--- src/rtl/scp_pkg.sv ---
// Shared types for the SCP core memory-port arbiter: FSM states, transaction
// owners and the arbitration decision used by the request mux.
package scp_pkg;

  typedef enum logic {
    IDLE,
    WAIT_RSP
  } arb_state_t;

  typedef enum logic [1:0] {
    NONE,
    IFU,
    LSU
  } arb_owner_t;

  // Data accesses normally win; a fetch that has lost too often takes the port
  function automatic logic ifu_wins(input logic ifuReq, input logic lsuReq,
                                    input logic starveAtMax);
    return ifuReq & (~lsuReq | starveAtMax);
  endfunction

endpackage

--- src/rtl/arb_starve_ctr.sv ---
// Saturating starvation counter: counts lost fetch arbitration cycles and
// flags when the fetch unit has waited long enough to be given priority.
module arb_starve_ctr #(
  parameter int MAX = 4
) (
  input  logic clk,
  input  logic rst,
  input  logic inc_i,
  input  logic clr_i,
  output logic at_max_o
);

  localparam int CW = (MAX < 1) ? 1 : $clog2(MAX + 1);

  logic [CW-1:0] cnt_q;
  logic [CW-1:0] cnt_d;

  assign at_max_o = (cnt_q == CW'(MAX));

  // Clear wins over increment; increment stops once the limit is reached
  always_comb begin
    cnt_d = cnt_q;
    if (clr_i) begin
      cnt_d = '0;
    end else if (inc_i && !at_max_o) begin
      cnt_d = cnt_q + CW'(1);
    end
  end

  // Counter register
  always_ff @(posedge clk or posedge rst) begin
    if (rst) begin
      cnt_q <= '0;
    end else begin
      cnt_q <= cnt_d;
    end
  end

endmodule

--- src/rtl/mem_port_arbiter.sv ---
// Shares the single-port instruction/data memory between the fetch unit and
// the load/store unit. One transaction outstanding at a time; the response is
// steered back to whichever side issued it.
module mem_port_arbiter #(
  parameter int AW         = 32,
  parameter int DW         = 32,
  parameter int STARVE_MAX = 4
) (
  input  logic            clk,
  input  logic            rst,
  input  logic            ifu_req,
  input  logic [AW-1:0]   ifu_addr,
  output logic            ifu_gnt,
  output logic            ifu_rvalid,
  input  logic            lsu_req,
  input  logic            lsu_we,
  input  logic [AW-1:0]   lsu_addr,
  input  logic [DW-1:0]   lsu_wdata,
  input  logic [DW/8-1:0] lsu_be,
  output logic            lsu_gnt,
  output logic            lsu_rvalid,
  output logic [DW-1:0]   rdata,
  output logic            mem_req,
  output logic            mem_we,
  output logic [AW-1:0]   mem_addr,
  output logic [DW-1:0]   mem_wdata,
  output logic [DW/8-1:0] mem_be,
  input  logic            mem_gnt,
  input  logic            mem_rvalid,
  input  logic [DW-1:0]   mem_rdata,
  output logic            err
);

  import scp_pkg::*;

  arb_state_t state_q, state_d;
  arb_owner_t owner_q, owner_d;
  logic       err_q, err_d;

  logic selIfu;
  logic issueGnt;
  logic starveAtMax;
  logic starveInc;
  logic starveClr;

  // Read data is broadcast; the per-requester rvalid decides who takes it
  assign rdata = mem_rdata;
  assign err   = err_q;

  // Fetch loses a cycle whenever it asks in IDLE and is not the one granted
  assign starveInc = (state_q == IDLE) & ifu_req & ~ifu_gnt;
  assign starveClr = ifu_gnt | ~ifu_req;

  arb_starve_ctr #(
    .MAX(STARVE_MAX)
  ) u_starve (
    .clk     (clk),
    .rst     (rst),
    .inc_i   (starveInc),
    .clr_i   (starveClr),
    .at_max_o(starveAtMax)
  );

  // Request mux toward memory and response demux back to the owner
  always_comb begin
    selIfu     = ifu_wins(ifu_req, lsu_req, starveAtMax);
    issueGnt   = 1'b0;
    ifu_gnt    = 1'b0;
    lsu_gnt    = 1'b0;
    ifu_rvalid = 1'b0;
    lsu_rvalid = 1'b0;
    mem_req    = 1'b0;
    mem_we     = 1'b0;
    mem_addr   = '0;
    mem_wdata  = '0;
    mem_be     = '0;
    if (!rst) begin
      case (state_q)
        IDLE: begin
          mem_req = ifu_req | lsu_req;
          if (selIfu) begin
            mem_we    = 1'b0;
            mem_addr  = ifu_addr;
            mem_wdata = '0;
            mem_be    = '1;
          end else begin
            mem_we    = lsu_we;
            mem_addr  = lsu_addr;
            mem_wdata = lsu_wdata;
            mem_be    = lsu_be;
          end
          issueGnt = mem_gnt & mem_req;
          ifu_gnt  = issueGnt & selIfu;
          lsu_gnt  = issueGnt & ~selIfu;
        end
        WAIT_RSP: begin
          ifu_rvalid = mem_rvalid & (owner_q == IFU);
          lsu_rvalid = mem_rvalid & (owner_q == LSU);
        end
        default: begin
          mem_req = 1'b0;
        end
      endcase
    end
  end

  // Next-state: issue moves to WAIT_RSP, any response returns to IDLE
  always_comb begin
    state_d = state_q;
    owner_d = owner_q;
    err_d   = err_q;
    case (state_q)
      IDLE: begin
        if (issueGnt) begin
          state_d = WAIT_RSP;
          owner_d = selIfu ? IFU : LSU;
        end
        if (mem_rvalid) begin
          err_d = 1'b1;
        end
      end
      WAIT_RSP: begin
        if (mem_rvalid) begin
          state_d = IDLE;
          owner_d = NONE;
        end
      end
      default: begin
        state_d = IDLE;
        owner_d = NONE;
      end
    endcase
  end

  // FSM state, transaction owner and sticky error flag
  always_ff @(posedge clk or posedge rst) begin
    if (rst) begin
      state_q <= IDLE;
      owner_q <= NONE;
      err_q   <= 1'b0;
    end else begin
      state_q <= state_d;
      owner_q <= owner_d;
      err_q   <= err_d;
    end
  end

endmodule

--- config.mk ---
export PLATFORM = sky130hd
export DESIGN_NAME = mem_port_arbiter
export DESIGN_NICKNAME = d
export VERILOG_FILES = /design/src/rtl/scp_pkg.sv /design/src/rtl/arb_starve_ctr.sv /design/src/rtl/mem_port_arbiter.sv
export SDC_FILE = /design/constraint.sdc
export NUM_CORES = 1
export LEC_CHECK = 0
export BUFFER_PORTS_ARGS = -buffer_cell sky130_fd_sc_hd__clkbuf_2
export CELL_PAD_IN_SITES_DETAIL_PLACEMENT = 1
export CELL_PAD_IN_SITES_GLOBAL_PLACEMENT = 1
export CORE_UTILIZATION = 17
export DETAILED_ROUTE_END_ITERATION = 10
export GPL_TIMING_DRIVEN = 0
export HOLD_SLACK_MARGIN = 0.02
export PLACE_DENSITY_LB_ADDON = 0.1
export SLEW_MARGIN = 0
export SYNTH_ARGS = -nofsm -noshare
export SYNTH_HDL_FRONTEND = slang
export SYNTH_SLANG_ARGS = --single-unit
--- constraint.sdc ---
create_clock -name clk -period 3.2 [get_ports clk]
set_input_delay 0.64 -clock clk [delete_from_list [all_inputs] [get_ports clk]]
set_output_delay 0.64 -clock clk [all_outputs]
set_load 0.03 [all_outputs]
==> results of run 1 <==
## final cells by class
| class | instances | area (µm²) | area share |
|---|---|---|---|
| timing repair buffer | 212 | 1061 | 0.3908 |
| buffer | 58 | 370.4 | 0.1364 |
| multi-input combinational | 163 | 909.6 | 0.3350 |
| clock buffer | 4 | 45.04 | 0.01659 |
| sequential | 7 | 175.2 | 0.06452 |
| inverter | 6 | 22.52 | 0.008295 |
| tap | 105 | 131.4 | 0.04839 |
## routing by layer
layer,wire length [µm],track usage
met3,851,0.04147
met4,82,0.02399
met5,0,0
met2,3784,0.2798
met1,2766,0.1671
## state kept, by name (all words and copies together) (netlist names)
name,count
owner_q,2
err,1
u_starve.cnt_q,3
state_q,1
## placed cells by master (no fill, tap or decap)
| cell | synthesis | final |
|---|---|---|
| clkbuf_2 | 0 | 212 |
| buf_2 | 2 | 2 |
| o21ai_1 | 14 | 14 |
| clkbuf_8 | 0 | 3 |
| inv_1 | 6 | 6 |
| o22ai_1 | 2 | 2 |
| dfrtp_1 | 7 | 7 |
| nand2_1 | 34 | 34 |
| o21ai_0 | 21 | 21 |
| buf_4 | 32 | 32 |
| a21o_1 | 1 | 1 |
| or2_1 | 1 | 1 |
| xnor2_1 | 1 | 1 |
| nor2_1 | 6 | 6 |
| a21bo_1 | 1 | 1 |
| nand4_1 | 32 | 32 |
| nor4_1 | 2 | 2 |
| a21oi_1 | 2 | 2 |
| clkbuf_1 | 20 | 21 |
| ha_1 | 2 | 2 |
| or3b_1 | 1 | 1 |
| buf_6 | 4 | 4 |
| a21boi_0 | 1 | 1 |
| nor4bb_1 | 1 | 1 |
| mux2i_1 | 1 | 1 |
| nor3_1 | 2 | 2 |
| and3_1 | 33 | 33 |
| o21a_1 | 4 | 4 |
| and2_4 | 1 | 1 |
## worst paths after layout
path / startpoint / end / slack (ps) / depth (start not counted)
max in group asynchronous: rst / err / 2600 / 2
max reg2reg: u_starve.cnt_q[0] / owner_q[1] / 1560 / 8
min: rst / u_starve.cnt_q[2] / 390 / 2
max: u_starve.cnt_q[0] / mem_wdata[4] / 450 / 8
min reg2reg: err / err / 470 / 1
min in group clk: err / err / 470 / 1
## power by group
part	switching, mW	internal, mW	leakage (nW)	total [mW]
Sequential	0.0104	0.100	0.0875	0.111
Clock	0.0395	0.0863	0.0228	0.126
Combinational	0.349	0.190	1.53	0.539
Total	0.399	0.377	1.64	0.776
## cell families (layout without fill, tap and decap cells)
family	Yosys count	in the layout
simple gates	113	113
buf+inv	64	280
compound gates	46	46
flops	7	7
fa+ha+maj	2	2
xor+xnor	1	1
mux	1	1
## through the flow
step | utilization | worst slack, ps
after floorplan | - | 595.2
after global placement | 0.3217 | 459.8
after detailed placement | 0.3217 | 432.5
after global routing | 0.3272 | 241.2
after CTS | 0.3272 | 431.1
final | 0.3272 | 451.6
==> flow_summary.toml, run 1 <==
[setup_path]
start_kind = "flip-flop"
setup.worst_path.end_class = "primary output"
arrival_ps = 2110
crit_buf_inv = 4
criticalPathCategory = "reg2out"
crit_fanout = 10
required_ps = 2560
cpLargestDelayFamily = "buffers and inverters"
max_stage_delay_ps = 370
critPathSlowestCell = "dfrtp_1"
critical_path.cell_chain = "inv_1, ha_1, a21bo_1, buf_6, nand2_1, clkbuf_1, and3_1, clkbuf_2"

[sta]
fmax_ghz = 0.3639
fin_crit_sh = 0.8589
fin_setup_tns_ps = 0
drv_slew = 0
slew-limit-headroom = 0.6824
setup_violations = 0
skew_ps = 0.3840
holdWs_ps = 389.2
hold_violations = 0
min_period_ps = 2748
worst_pin_slew_ps = 476.5
rsz0062_at_grt = "false"

[grt]
grt_pass1_wl_um = 10910
grt-ovfl-total = 0
grt_max_degree = 11
grt_pass1_vias = 2316
antenna_found_initial = 0
track_usage = 0.1488

[yosys]
synth-simple-area-share = 0.4149
synth_common_cells = "nand2_1, and3_1, buf_4, nand4_1, o21ai_0"
synth_edf_count = 0
ys_seq_elements = 7
synth-xor-area-share = 0.005927
synth.area.mux_share = 0.006774
yosys_warnings = 0
syn_inst = 234
synth_adder_area_share = 0.01693
avgSynthCellArea_um2 = 6.315
seq_area_frac_synth = 0.1185
synthesis.area_um2 = 1478
synthesis.nets = 375
yosysTopAreaCellShare = 0.1626
synthArstFlopShare = 1.000
yosysMostFrequentCell = "nand2_1"
synth_area_leaders = "buf_4, and3_1, nand4_1, dfrtp_1, nand2_1"
synth_top_family_by_area = "simple AND/OR/NAND/NOR gates"
synth_flop_cell = "dfrtp_1"
synth_compound_area_frac = 0.1710
ys_types = 27
synth_area_leader_cell = "buf_4"

[clock_network]
clock-sinks = 7
clk_latency_ps = 230
clkTransAtPathRegs_ps = 40
cts_resized = 0
cts_buffers = 3
cts_setup_buffers = 0
cts_tree = "yes"
ctsHoldBuffers = 0
htree_levels = 1
clk_path_buf_depth = 2
cts_root_buffer = "clkbuf_8"

[placed_design]
dpl-instance-area_um2 = 2670
hpwl_um = 6479
gp_congestion = 0.7942
place_inst = 551
io_buffers = 212

[detailed_routing]
wirelength_um = 7484
vias = 2464
drt-vias-per-instance = 4.440
wl_per_cell_um = 13.48
remaining_drc_errors = 0
ant_nets = 0
dr.pass1.iters = 4
drt_iter0_drc = 13

[status]
status = "finished, final reports clean"

[die]
die_y_um = 95.23
start_util = 0.1780
rows = 33
die_w_um = 95.23
core_um2 = 8299
top_level_ports = 246
dieArea_um2 = 9069

[pwr]
powerDensity_nw_per_um2 = 285.7
max-vdd-ir-drop_mv = 0.1994
leakagePower_nw = 1.641
total_power_mw = 0.7758

[finish]
fin_cells = 555
fillers = 1139
drive_gt1_frac = 0.5644
postLayoutCellArea_um2 = 2715
nNetsFinal = 592
area_delta_synth_final_pct = 83.74
n_antenna_cell = 0

[run]
drv_cap = 0

[min_path]
hold_path.class = "in2async"
Note: power is estimated with default switching activity, not from simulation.
==> run 2, diff against run 1 <==
CORE_UTILIZATION = 19   (was 17)
SYNTH_HIERARCHICAL = 1   (was not set)
==> run 2 against run 1 <==
Against the previous run: cell area grew 6.8%; total power fell by 3.6%; wire length up 13%; die area grew 0.67%; synthesized cell count up 2.6%; first-iteration DRC count grew to 5.2 times the previous value; critical path type unchanged; critical endpoint is now mem_addr[4]; largest cell class unchanged.
==> flow_summary.toml, run 2 <==
[die]
start_util = 0.1994
core_um2 = 8341
dieArea_um2 = 9130
top_level_ports = 246
die_w_um = 95.55
rows = 33
die_y_um = 95.55

[detailed_routing]
vias = 2630
wirelength_um = 8481
remaining_drc_errors = 0
dr.pass1.iters = 4
drt-vias-per-instance = 4.688
drt_iter0_drc = 67
wl_per_cell_um = 15.12
ant_nets = 0

[sta]
slew-limit-headroom = 0.6567
drv_slew = 0
min_period_ps = 2768
skew_ps = 5.772
fmax_ghz = 0.3613
fin_crit_sh = 0.8649
worst_pin_slew_ps = 509.5
setup_violations = 0
fin_setup_tns_ps = 0
holdWs_ps = 342.1
rsz0062_at_grt = "false"
hold_violations = 0

[yosys]
seq_area_frac_synth = 0.1053
synth_area_leader_cell = "buf_4"
synthArstFlopShare = 1.000
synth_edf_count = 0
synthesis.nets = 381
avgSynthCellArea_um2 = 6.929
yosysTopAreaCellShare = 0.1490
synthesis.area_um2 = 1663
ys_seq_elements = 7
synth_area_leaders = "buf_4, o211ai_1, and3_1, dfrtp_1, a21oi_1"
synth_flop_cell = "dfrtp_1"
synth_common_cells = "a21oi_1, and3_1, buf_4, o211ai_1, o21ai_0"
ys_types = 34
syn_inst = 240
yosys_warnings = 6

[pwr]
swShare = 0.4986
leakagePower_nw = 1.708
max-vdd-ir-drop_mv = 0.2453
combPwrFrac = 0.692
seqPwrFrac = 0.140
pwr-share-clk = 0.168
powerDensity_nw_per_um2 = 257.8
p_sw_mw = 0.3728
p_int_mw = 0.3749
total_power_mw = 0.7477

[setup_path]
start_kind = "flip-flop"
critical_path.cell_chain = "inv_1, ha_1, and2_1, buf_6, nor2b_4, buf_2, o21ai_0, a21oi_1, clkbuf_2"
ff2ff_setup_slack_ps = 700
crit_fanout = 10
setup.worst_path.end_class = "primary output"
required_ps = 2560
critPathSlowestCell = "dfrtp_1"
criticalPathCategory = "reg2out"
r2r_end = "u_starve/cnt_q[0]"
reg2regPathDepth = 9
max_stage_delay_ps = 380
arrival_ps = 2130
worstSetupStartpoint = "u_starve/cnt_q[0]"
r2r-start = "u_starve/cnt_q[0]"

[placed_design]
hpwl_um = 7124
gp_congestion = 0.7781
io_buffers = 212

[clock_network]
cts_root_buffer = "clkbuf_8"
clock-sinks = 7
clkTransAtPathRegs_ps = 40
htree_levels = 1
ctsHoldBuffers = 0
cts_buffers = 3
cts_setup_buffers = 0
clk_latency_ps = 230
clk_path_buf_depth = 2
cts_tree = "yes"
cts_resized = 0

[finish]
largest_reg_flops = 3
layout_common_cells = "clkbuf_2, and3_1, a21oi_1"
drive_gt1_frac = 0.6162
nNetsFinal = 598
area_delta_synth_final_pct = 74.42
n_antenna_cell = 0
layout_commonest_cell = "clkbuf_2"
reg.largest.list = "u_starve/cnt_q x3, owner_q x2"
top_register = "u_starve/cnt_q"

[grt]
track_usage = 0.1734
grt_max_degree = 11
grt_pass1_vias = 2541
antenna_found_initial = 0
grt_pass1_wl_um = 12470
grt-ovfl-total = 0

[run]
drv_cap = 0

[status]
status = "finished, final reports clean"

[min_path]
hold_path.class = "in2async"
==> run 2: cell count changes in the layout (fill, tap and decap cells not counted), sizes merged, moves of 13 or more <==
cell / delta
a21oi: +32
nand4: -32
o211ai: +32
nand2: -30
buf: +14
clkbuf: -13
==> run 2: worst max path at each step <==
| stage | endpoint | slack (ps) | depth (start not counted) |
|---|---|---|---|
| after detailed placement | mem_addr[5] | 670 | 9 |
| final | mem_addr[4] | 430 | 9 |
| after global routing | mem_addr[27] | 260 | 9 |
| after CTS | mem_addr[28] | 420 | 9 |
| after global placement | mem_addr[14] | 700 | 6 |
| after floorplan | mem_addr[13] | 750 | 8 |
==> run 2: cell families (layout without fill, tap and decap cells) <==
kind of cell	Yosys count	in the layout	share of synthesized area
AO/OA/AOI/OAI	111	111	0.4078
buffers and inverters	66	282	0.2603
AND/OR/NAND/NOR	52	52	0.1964
flip-flops	7	7	0.1053
adder cells (fa/ha/maj)	2	2	0.01505
multiplexers	2	2	0.01505
==> run 2: metal layers <==
layer	GRT usage	vias up	share of wire
met4	0.04478	0	0.018
li1	-	1283	-
met3	0.01595	10	0.062
met5	0	-	0
met2	0.3214	109	0.52
met1	0.2120	1228	0.40
==> run 2: area by class of cell <==
class,count,area (µm²)
clock buffer,4,45.04
sequential,7,175.2
timing repair buffer,212,1061
multi-input combinational,167,1055
inverter,7,26.28
fill,1118,5440
tap,105,131.4
buffer,59,406.6
==> run 2: critical path: cells and delay by family, from the launching register on <==
family | cells | cell delay, ps
AND/OR/NAND/NOR | 2 | 350
buffers and inverters | 4 | 660
adder cells (fa/ha/maj) | 1 | 230
AO/OA/AOI/OAI | 2 | 270
flip-flops | 1 | 380
==> run 2: stage by stage <==
stage	cell area, µm²	utilization	instances	setup WS, ps
after floorplan	1663	-	240	750.2
after global placement	2855	0.3423	557	702.5
after detailed placement	2855	0.3423	557	673.8
after CTS	2900	0.3477	561	416.6
after global routing	2900	0.3477	561	256.1
final	2900	0.3477	561	432.2
==> run 2: power by group through the flow <==
stage                     registers [mW]  logic (mW)  clock network [mW]
after global placement             0.105       0.517                   0
final                              0.105       0.517               0.126
after floorplan                    0.104       0.344                   0
after global routing               0.107       0.561               0.134
after CTS                          0.105       0.524               0.131
after detailed placement           0.106       0.522                   0
==> run 3, diff against run 2 <==
PLACE_DENSITY = 0.95   (was not set)
PLACE_DENSITY_LB_ADDON = not set   (was 0.1)
==> run 3 against run 2 <==
Against the previous run: via count increased by 2.3%; worst setup slack got worse by 92 ps; first-iteration DRC count decreased by 31%; worst hold slack got worse by 15 ps; die area unchanged; total power increased by 2.1%; clock-buffer cell count unchanged; global-route usage increased by 0.86 points; flip-flop and latch count unchanged; clock power increased by 3%; sequential power about the same; combinational power increased by 2%; critical path type unchanged; highest routed layer unchanged.
==> flow_summary.toml, run 3 (synthesized netlist as in run 2, its figures left out) <==
[finish]
nNetsFinal = 598
layout_common_cells = "clkbuf_2, and3_1, a21oi_1"
drive_gt1_frac = 0.6162
fin_cells = 561
area_delta_synth_final_pct = 74.42
layout_commonest_cell = "clkbuf_2"
reg.largest.list = "u_starve/cnt_q x3, owner_q x2"
largest_reg_flops = 3
top_register = "u_starve/cnt_q"
n_antenna_cell = 0

[sta]
drv_slew = 0
fin_setup_tns_ps = 0
fin_crit_sh = 0.8938
hold_violations = 0
setup_violations = 0
skew_ps = 2.329
rsz0062_at_grt = "false"
worst_slack_ps = 340.0
worst_pin_slew_ps = 503.3
min_period_ps = 2860
slew-limit-headroom = 0.6609
fmax_ghz = 0.3496

[pwr]
total_power_mw = 0.7633
leakagePower_nw = 1.708
powerDensity_nw_per_um2 = 263.2
max-vdd-ir-drop_mv = 0.1972

[setup_path]
arrival_ps = 2220
ff2ff_setup_slack_ps = 670
critical_path.cell_chain = "inv_1, ha_1, and2_1, buf_6, nor2b_4, buf_2, o21ai_0, a21oi_1, clkbuf_2"
crit_fanout = 10
cpLargestDelayFamily = "buffers and inverters"
max_stage_delay_ps = 380
critPathSlowestCell = "dfrtp_1"
required_ps = 2560
criticalPathCategory = "reg2out"
start_kind = "flip-flop"
crit_buf_inv = 4
setup.worst_path.end_class = "primary output"

[clock_network]
cts_tree = "yes"
cts_setup_buffers = 0
cts_root_buffer = "clkbuf_8"
cts_buffers = 3
ctsHoldBuffers = 0
clk_path_buf_depth = 2
clock-sinks = 7
clkTransAtPathRegs_ps = 40
cts_resized = 0
htree_levels = 1
clk_latency_ps = 230

[grt]
track_usage = 0.1820
grt_max_degree = 11
antenna_found_initial = 0
grt_pass1_wl_um = 12980
grt-ovfl-total = 0
grt_pass1_vias = 2616

[die]
rows = 33
die_w_um = 95.55
top_level_ports = 246
dieArea_um2 = 9130
start_util = 0.1994
die_y_um = 95.55
core_um2 = 8341

[status]
status = "finished, final reports clean"

[detailed_routing]
drt_iter0_drc = 46
wirelength_um = 9060
dr.pass1.iters = 4
drt-vias-per-instance = 4.797
vias = 2691
wl_per_cell_um = 16.15
ant_nets = 0
remaining_drc_errors = 0

[run]
drv_cap = 0

[placed_design]
place_inst = 557
hpwl_um = 7548
place_ws_ps = 575.9
io_buffers = 212
gp_congestion = 0.7940

[min_path]
hold_path.class = "in2async"
run 3: cell counts in the layout (fill, tap and decap cells not counted):
Identical to the previous run, type by type.
run 3: path summary, 6_finish.rpt:
kind / cells past startpoint / start / endpoint
worst max register to register: 9 / u_starve/cnt_q[0] / u_starve/cnt_q[0]
worst max-delay path: 9 / u_starve/cnt_q[0] / mem_addr[4]
worst min register to register: 1 / err / err
worst min-delay path: 2 / rst / u_starve/cnt_q[1]
max in group asynchronous: 2 / rst / owner_q[0]
min in group clk: 1 / err / err
run 3: cell type report:
cell class              instances  area [µm²]
plain buffers                  59       406.6
fillers                      1112        5440
flip-flops and latches          7       175.2
multi-input cells             167        1055
repair buffers                212        1061
well taps                     105       131.4
inverters                       7       26.28
clock buffers                   4       45.04
run 3: through the flow:
stage	area (µm²)	hold WS, ps	utilization
floorplan	1663	393.6	-
global placement	2855	441.7	0.3423
detailed placement	2855	472.2	0.3423
CTS	2900	330.4	0.3477
global route	2900	356.0	0.3477
finish	2900	327.5	0.3477
run 3: layer usage:
layer,global-route usage,share of wire,vias to the layer above
met5,0,0,-
met4,0.02612,0.0065,0
met3,0.02153,0.071,9
met2,0.3542,0.53,139
met1,0.2142,0.39,1261
li1,-,-,1282
run 3: report_power, final:
part | total [mW] | leakage (nW) | switching, mW | internal (mW)
registers | 0.105 | 0.0885 | 0.00771 | 0.0970
clock network | 0.130 | 0.0228 | 0.0430 | 0.0866
logic | 0.529 | 1.60 | 0.337 | 0.192
total | 0.763 | 1.71 | 0.388 | 0.376
